**src/rtl/seg7_display_scan_pkg.sv**
```systemverilog
// seg7_display_scan_pkg
// Shared constants for the 4-digit scanned 7-segment display:
//   - active-low segment patterns {g,f,e,d,c,b,a} for digits 0-9, dash, blank
//   - slot index type (slot 3 = hour tens ... slot 0 = minute units)
//   - active-low one-hot anode patterns per slot
package seg7_display_scan_pkg;

    localparam logic [6:0] SEG_0     = 7'h40;
    localparam logic [6:0] SEG_1     = 7'h79;
    localparam logic [6:0] SEG_2     = 7'h24;
    localparam logic [6:0] SEG_3     = 7'h30;
    localparam logic [6:0] SEG_4     = 7'h19;
    localparam logic [6:0] SEG_5     = 7'h12;
    localparam logic [6:0] SEG_6     = 7'h02;
    localparam logic [6:0] SEG_7     = 7'h78;
    localparam logic [6:0] SEG_8     = 7'h00;
    localparam logic [6:0] SEG_9     = 7'h10;
    localparam logic [6:0] SEG_DASH  = 7'h3F;
    localparam logic [6:0] SEG_BLANK = 7'h7F;

    typedef enum logic [1:0] {
        SLOT0 = 2'd0,
        SLOT1 = 2'd1,
        SLOT2 = 2'd2,
        SLOT3 = 2'd3
    } slot_t;

    localparam logic [3:0] AN_SLOT3 = 4'b0111;
    localparam logic [3:0] AN_SLOT2 = 4'b1011;
    localparam logic [3:0] AN_SLOT1 = 4'b1101;
    localparam logic [3:0] AN_SLOT0 = 4'b1110;
    localparam logic [3:0] AN_OFF   = 4'b1111;

endpackage

```
**src/rtl/seg7_display_scan_decoder.sv**
```systemverilog
// seg7_decoder
// Combinational BCD to active-low 7-segment decode. Values 10-15 show a dash.
//   digit : in  [3:0] value to display
//   seg   : out [6:0] active-low cathodes {g,f,e,d,c,b,a}
module seg7_decoder
    import seg7_display_scan_pkg::*;
(
    input  logic [3:0] digit,
    output logic [6:0] seg
);

    always_comb begin
        seg = SEG_DASH;
        case (digit)
            4'd0: seg = SEG_0;
            4'd1: seg = SEG_1;
            4'd2: seg = SEG_2;
            4'd3: seg = SEG_3;
            4'd4: seg = SEG_4;
            4'd5: seg = SEG_5;
            4'd6: seg = SEG_6;
            4'd7: seg = SEG_7;
            4'd8: seg = SEG_8;
            4'd9: seg = SEG_9;
            default: seg = SEG_DASH;
        endcase
    end

endmodule

```
**src/rtl/seg7_display_scan.sv**
```systemverilog
// seg7_display_scan
// Time-multiplexed driver for a 4-digit common-anode 7-segment display.
// A frame (slots 3,2,1,0) is latched in one cycle on entry to slot 3, so
// inputs changing mid-frame never tear the display.
//   clock        : in   system clock
//   reset        : in   asynchronous active-high reset
//   hour_out1    : in   [1:0] hour tens (0 is blanked as a leading zero)
//   hour_out0    : in   [3:0] hour units
//   minute_out1  : in   [3:0] minute tens
//   minute_out0  : in   [3:0] minute units
//   seconds      : in   [5:0] seconds; bit 0 drives the colon point
//   Alarm        : in   alarm active, flashes the display
//   an           : out  [3:0] active-low one-hot anodes, an[3] = hour tens
//   seg          : out  [6:0] active-low cathodes {g,f,e,d,c,b,a}
//   dp           : out  active-low decimal point (lit in slot 2)
// Build option: define ALARM_FLASH_EN to enable alarm flashing; otherwise the
// flash counter is absent and Alarm is ignored.
module seg7_display_scan
    import seg7_display_scan_pkg::*;
#(
    parameter int REFRESH_DIV = 100000,
    parameter int FLASH_DIV   = 25000000
) (
    input  logic       clock,
    input  logic       reset,
    input  logic [1:0] hour_out1,
    input  logic [3:0] hour_out0,
    input  logic [3:0] minute_out1,
    input  logic [3:0] minute_out0,
    input  logic [5:0] seconds,
    input  logic       Alarm,
    output logic [3:0] an,
    output logic [6:0] seg,
    output logic       dp
);

    localparam int RW = (REFRESH_DIV > 1) ? $clog2(REFRESH_DIV) : 1;

    logic [RW-1:0] ref_cnt;
    logic          ref_wrap;
    slot_t         slot;
    logic          started;   // low until the first frame has been latched
    logic          capture;

    logic [1:0] lat_h1;
    logic [3:0] lat_h0, lat_m1, lat_m0;
    logic       lat_colon;
    logic       blank_now;

    logic [4:0] unused_bits;
    assign unused_bits = seconds[5:1];

    assign ref_wrap = (ref_cnt == RW'(REFRESH_DIV - 1));
    // After reset the slot is already 3; the first wrap counts as entering it.
    assign capture  = ref_wrap && (!started || slot == SLOT0);

    always_ff @(posedge clock or posedge reset) begin
        if (reset) begin
            ref_cnt <= '0;
            slot    <= SLOT3;
            started <= 1'b0;
        end else begin
            ref_cnt <= ref_wrap ? '0 : ref_cnt + 1'b1;
            if (ref_wrap) begin
                started <= 1'b1;
                if (started)
                    slot <= (slot == SLOT0) ? SLOT3 : slot_t'(slot - 2'd1);
            end
        end
    end

`ifdef ALARM_FLASH_EN
    localparam int FW = (FLASH_DIV > 1) ? $clog2(FLASH_DIV) : 1;
    logic [FW-1:0] flash_cnt;
    logic          flash_phase;
    logic          lat_alarm;

    always_ff @(posedge clock or posedge reset) begin
        if (reset) begin
            flash_cnt   <= '0;
            flash_phase <= 1'b0;
        end else if (flash_cnt == FW'(FLASH_DIV - 1)) begin
            flash_cnt   <= '0;
            flash_phase <= ~flash_phase;
        end else begin
            flash_cnt   <= flash_cnt + 1'b1;
        end
    end

    always_ff @(posedge clock or posedge reset) begin
        if (reset)        lat_alarm <= 1'b0;
        else if (capture) lat_alarm <= Alarm;
    end

    assign blank_now = lat_alarm && !flash_phase;
`else
    logic unused_alarm;
    assign unused_alarm = Alarm;
    assign blank_now    = 1'b0;
`endif

    always_ff @(posedge clock or posedge reset) begin
        if (reset) begin
            lat_h1    <= '0;
            lat_h0    <= '0;
            lat_m1    <= '0;
            lat_m0    <= '0;
            lat_colon <= 1'b0;
        end else if (capture) begin
            lat_h1    <= hour_out1;
            lat_h0    <= hour_out0;
            lat_m1    <= minute_out1;
            lat_m0    <= minute_out0;
            lat_colon <= seconds[0];
        end
    end

    logic [3:0] digit;
    logic [6:0] seg_dec, seg_n;
    logic [3:0] an_n;
    logic       dp_n;

    seg7_decoder u_dec (
        .digit (digit),
        .seg   (seg_dec)
    );

    always_comb begin
        digit = 4'd0;
        an_n  = AN_OFF;
        case (slot)
            SLOT3: begin digit = {2'b00, lat_h1}; an_n = AN_SLOT3; end
            SLOT2: begin digit = lat_h0;          an_n = AN_SLOT2; end
            SLOT1: begin digit = lat_m1;          an_n = AN_SLOT1; end
            default: begin digit = lat_m0;        an_n = AN_SLOT0; end
        endcase
        seg_n = seg_dec;
        if (slot == SLOT3 && lat_h1 == 2'd0)
            seg_n = SEG_BLANK;
        dp_n = !(slot == SLOT2 && lat_colon);
        if (!started) begin
            an_n  = AN_OFF;
            seg_n = SEG_BLANK;
            dp_n  = 1'b1;
        end
        if (blank_now)
            an_n = AN_OFF;
    end

    // Registered outputs follow the slot index by exactly one cycle.
    always_ff @(posedge clock or posedge reset) begin
        if (reset) begin
            an  <= AN_OFF;
            seg <= SEG_BLANK;
            dp  <= 1'b1;
        end else begin
            an  <= an_n;
            seg <= seg_n;
            dp  <= dp_n;
        end
    end

endmodule

```
**config.mk**
```make
export PLATFORM = sky130hd
export DESIGN_NAME = seg7_display_scan
export DESIGN_NICKNAME = d
export VERILOG_FILES = /design/src/rtl/seg7_display_scan_pkg.sv /design/src/rtl/seg7_display_scan_decoder.sv /design/src/rtl/seg7_display_scan.sv
export SDC_FILE = /design/constraint.sdc
export NUM_CORES = 1
export LEC_CHECK = 0
export ABC_CLOCK_PERIOD_IN_PS = 5200
export BUFFER_PORTS_ARGS = -buffer_cell sky130_fd_sc_hd__buf_2
export CORE_ASPECT_RATIO = 0.8
export CORE_MARGIN = 2
export CORE_UTILIZATION = 60
export CTS_BUF_LIST = sky130_fd_sc_hd__clkbuf_4 sky130_fd_sc_hd__clkbuf_8 sky130_fd_sc_hd__clkbuf_16
export DETAILED_ROUTE_END_ITERATION = 10
export PLACE_DENSITY_LB_ADDON = 0.12
export SETUP_SLACK_MARGIN = 0.02
export SYNTH_ARGS = -nofsm -noshare
export SYNTH_HDL_FRONTEND = slang
export SYNTH_SLANG_ARGS = --single-unit
```
**constraint.sdc**
```tcl
create_clock -name clock -period 5.2 [get_ports clock]
set_input_delay 1.04 -clock clock [delete_from_list [all_inputs] [get_ports clock]]
set_output_delay 1.04 -clock clock [all_outputs]
set_load 0.02 [all_outputs]
```
==> metrics.txt <==
status=finished, final reports clean; Remaining DRCs=0; max_cap viols=0; CP required=5.39 ns; Pre-antenna DRT Iters=4; diodes inserted=0; Mean Syn Cell Area=11.7 um^2; Post-DP Area=0.00234 mm^2; pin count of the biggest net entering global routing=48; internal power=0.000507 W; antenna violations before repair=0; hold crit path type=reg -> reg; row cnt=19; sequential share of power=57.9%; VDD IR-drop max=0.186 mV; Synth async-reset ratio=100%; IO buf count=28; wirelength, routed=3990 um; Area contributors post-synth=dfrtp_1 38%, dfstp_2 17%, mux2_1 5.2%, ha_1 4.6%, xnor2_1 2.8%; number of synthesized register bits=47; Top FF cell, synth=dfrtp_1; fin area=0.00246 mm^2; Core Footprint=0.00345 mm^2; Sw Ratio=19.7%; kind of end point of the critical path=flip-flop; kind of start point of the critical path=flip-flop; Reg2Reg Depth=4; vias in the first global route=1459; P per Cell Area=257 mW/mm^2; Slew @ Worst Pin=0.725 ns; synthesized area=0.00216 mm^2; postcts setup bufs=0; ANT nets after route=0; Synth cell types=41; Mapped Nets=215; First DRT Iteration DRCs=118; placed insts=252; Die ar.=0.00410 mm^2; commonest non-fill, non-tap cell in the layout=dfrtp_1; Worst-path clk slew=0.08 ns; Max H-tree Level=2; GRT Overall Usage=23.0%; Die W=71.1 um; Vias/cell=5.62; Nets=248; total power draw=0.000631 W; hpwl dp=2890 um; initial core utilization=62.6%; Final Cycle Share=45.4%; Fillers=250; final slew viol count=0; Net Switching=0.000124 W; Resized cells post-CTS=0; Cells after Synth=184; Synth Warn #=0; CTS tree=built; num ports=35; Worst EP arrival=2.55 ns; hold_buf cts=0; cts bufs inserted=5; RSZ-0062 raised after global routing=no; relative slew slack=51.2%; Layout Cells excl Fill=260; sequential share of the synthesized area=55.3%; Max Fclk=423 MHz; Final setup viols=0; top cell type's share of synthesized area=38.3%; Routed WL per cell=15.4 um; Leakage=1.13 nW; Max Clock Skew=0.00434 ns; total negative slack=0 ns; Hold Path Stages=1; GPL Wtd Cong=0.929; combinational power share=2.1%; total grt overflow=0; number of clock sinks=47; CP Max Fanout=15; Clock Tree Buf Depth=2; root buffer cell=clkbuf_8; Crit Path Category=reg -> reg; via count=1462; area delta synth->final=13.8%; number of synthesized flops with an enable pin=0; Final Hold Fails=0; area leader, netlist=dfrtp_1; clock insertion delay at the later pin of the skew report=0.30 ns; commonest cells after routing, fill and taps aside=33 x dfrtp_1, 28 x buf_2, 14 x dfstp_2; Tmin final=2.36 ns; Clock Power Share=40.0%; global-route wire length before repair=7110 um; die height=57.6 um; layout cells sized above 1=28.0%
[flip-flops by register name (all words and copies together) (netlist names)]
signal	flops
lat_m0	4
ref_cnt	17
an	4
lat_h1	2
lat_m1	4
dp	1
started	1
lat_colon	1
seg	7
lat_h0	4
slot	2
[cell usage after synthesis, types with 2 or more instances]
| cell | number |
|---|---|
| nand3_1 | 12 |
| mux2_1 | 10 |
| o21ai_0 | 7 |
| clkbuf_1 | 3 |
| dfstp_2 | 14 |
| dfrtp_1 | 33 |
| o21a_1 | 2 |
| nand4_1 | 5 |
| mux2i_1 | 2 |
| mux2_2 | 5 |
| xnor2_1 | 7 |
| and3_1 | 2 |
| or4b_1 | 2 |
| a211oi_1 | 2 |
| nand2_1 | 10 |
| nor3_1 | 2 |
| inv_1 | 9 |
| xor2_1 | 5 |
| ha_1 | 8 |
| a22oi_1 | 3 |
| a21oi_1 | 6 |
| nor2_1 | 12 |
| or3_1 | 2 |
| nor2b_1 | 2 |
| a21boi_0 | 3 |
[metal layers]
metal | track usage, % | share of wire, % | vias up | routed length [um]
li1 | - | - | 716 | -
met1 | 34.1 | 49 | 705 | 1940
met2 | 33.5 | 45 | 39 | 1800
met3 | 6.96 | 5.6 | 2 | 223
met4 | 6.47 | 0.65 | 0 | 26
met5 | 0 | 0 | - | 0
[per-stage QoR]
step	utilization [%]	hold WS (ns)	worst slack [ns]
after global placement	68.0	0.411	2.88
after floorplan	-	0.393	3.06
after detailed placement	68.0	0.435	2.83
final	71.3	0.443	2.84
after CTS	71.3	0.453	2.81
after global routing	71.3	0.488	2.67
[logic make-up after synthesis]
| group | after synthesis | synth area share, % |
|---|---|---|
| flip-flops | 47 | 55.3 |
| buffers and inverters | 13 | 2.61 |
| adder cells (fa/ha/maj) | 8 | 4.64 |
| AO/OA/AOI/OAI | 31 | 10.0 |
| multiplexers | 17 | 8.75 |
| AND/OR/NAND/NOR | 56 | 13.8 |
| XOR/XNOR | 12 | 4.87 |
[power groups by stage]
stage	sequential [W]	clock [W]	combinational, W
after floorplan	0.000373	0	0.00000537
after global placement	0.000373	0	0.0000128
after detailed placement	0.000373	0	0.0000136
after CTS	0.000366	0.000262	0.0000136
after global routing	0.000366	0.000281	0.0000150
final	0.000366	0.000252	0.0000130
[cell type report]
| class | instances | area, um^2 | area share [%] |
|---|---|---|---|
| Timing Repair Buffer | 30 | 155 | 6.32 |
| Multi-Input combinational cell | 124 | 908 | 37.0 |
| Sequential cell | 47 | 1190 | 48.6 |
| Tap cell | 42 | 52.6 | 2.14 |
| Clock inverter | 1 | 5.00 | 0.204 |
| Clock buffer | 7 | 108 | 4.38 |
| Inverter | 9 | 33.8 | 1.38 |
[worst paths after layout]
path	startpoint	end	slack [ns]
max	ref_cnt[8]	lat_h0[1]	2.84
min	lat_colon	dp	0.44
max reg2reg	ref_cnt[8]	lat_h0[1]	2.84
min reg2reg	lat_colon	dp	0.44
max in group asynchronous	reset	lat_m1[2]	3.94
min in group asynchronous	reset	ref_cnt[14]	0.88
[critical path, stage by stage, from the launching register on]
cell and delay (ns):
dfrtp_1 0.44, or4b_1 0.53, nor4_2 0.35, a21boi_4 0.53, mux2_2 0.40
No activity file was read; power rests on OpenSTA's default activity.
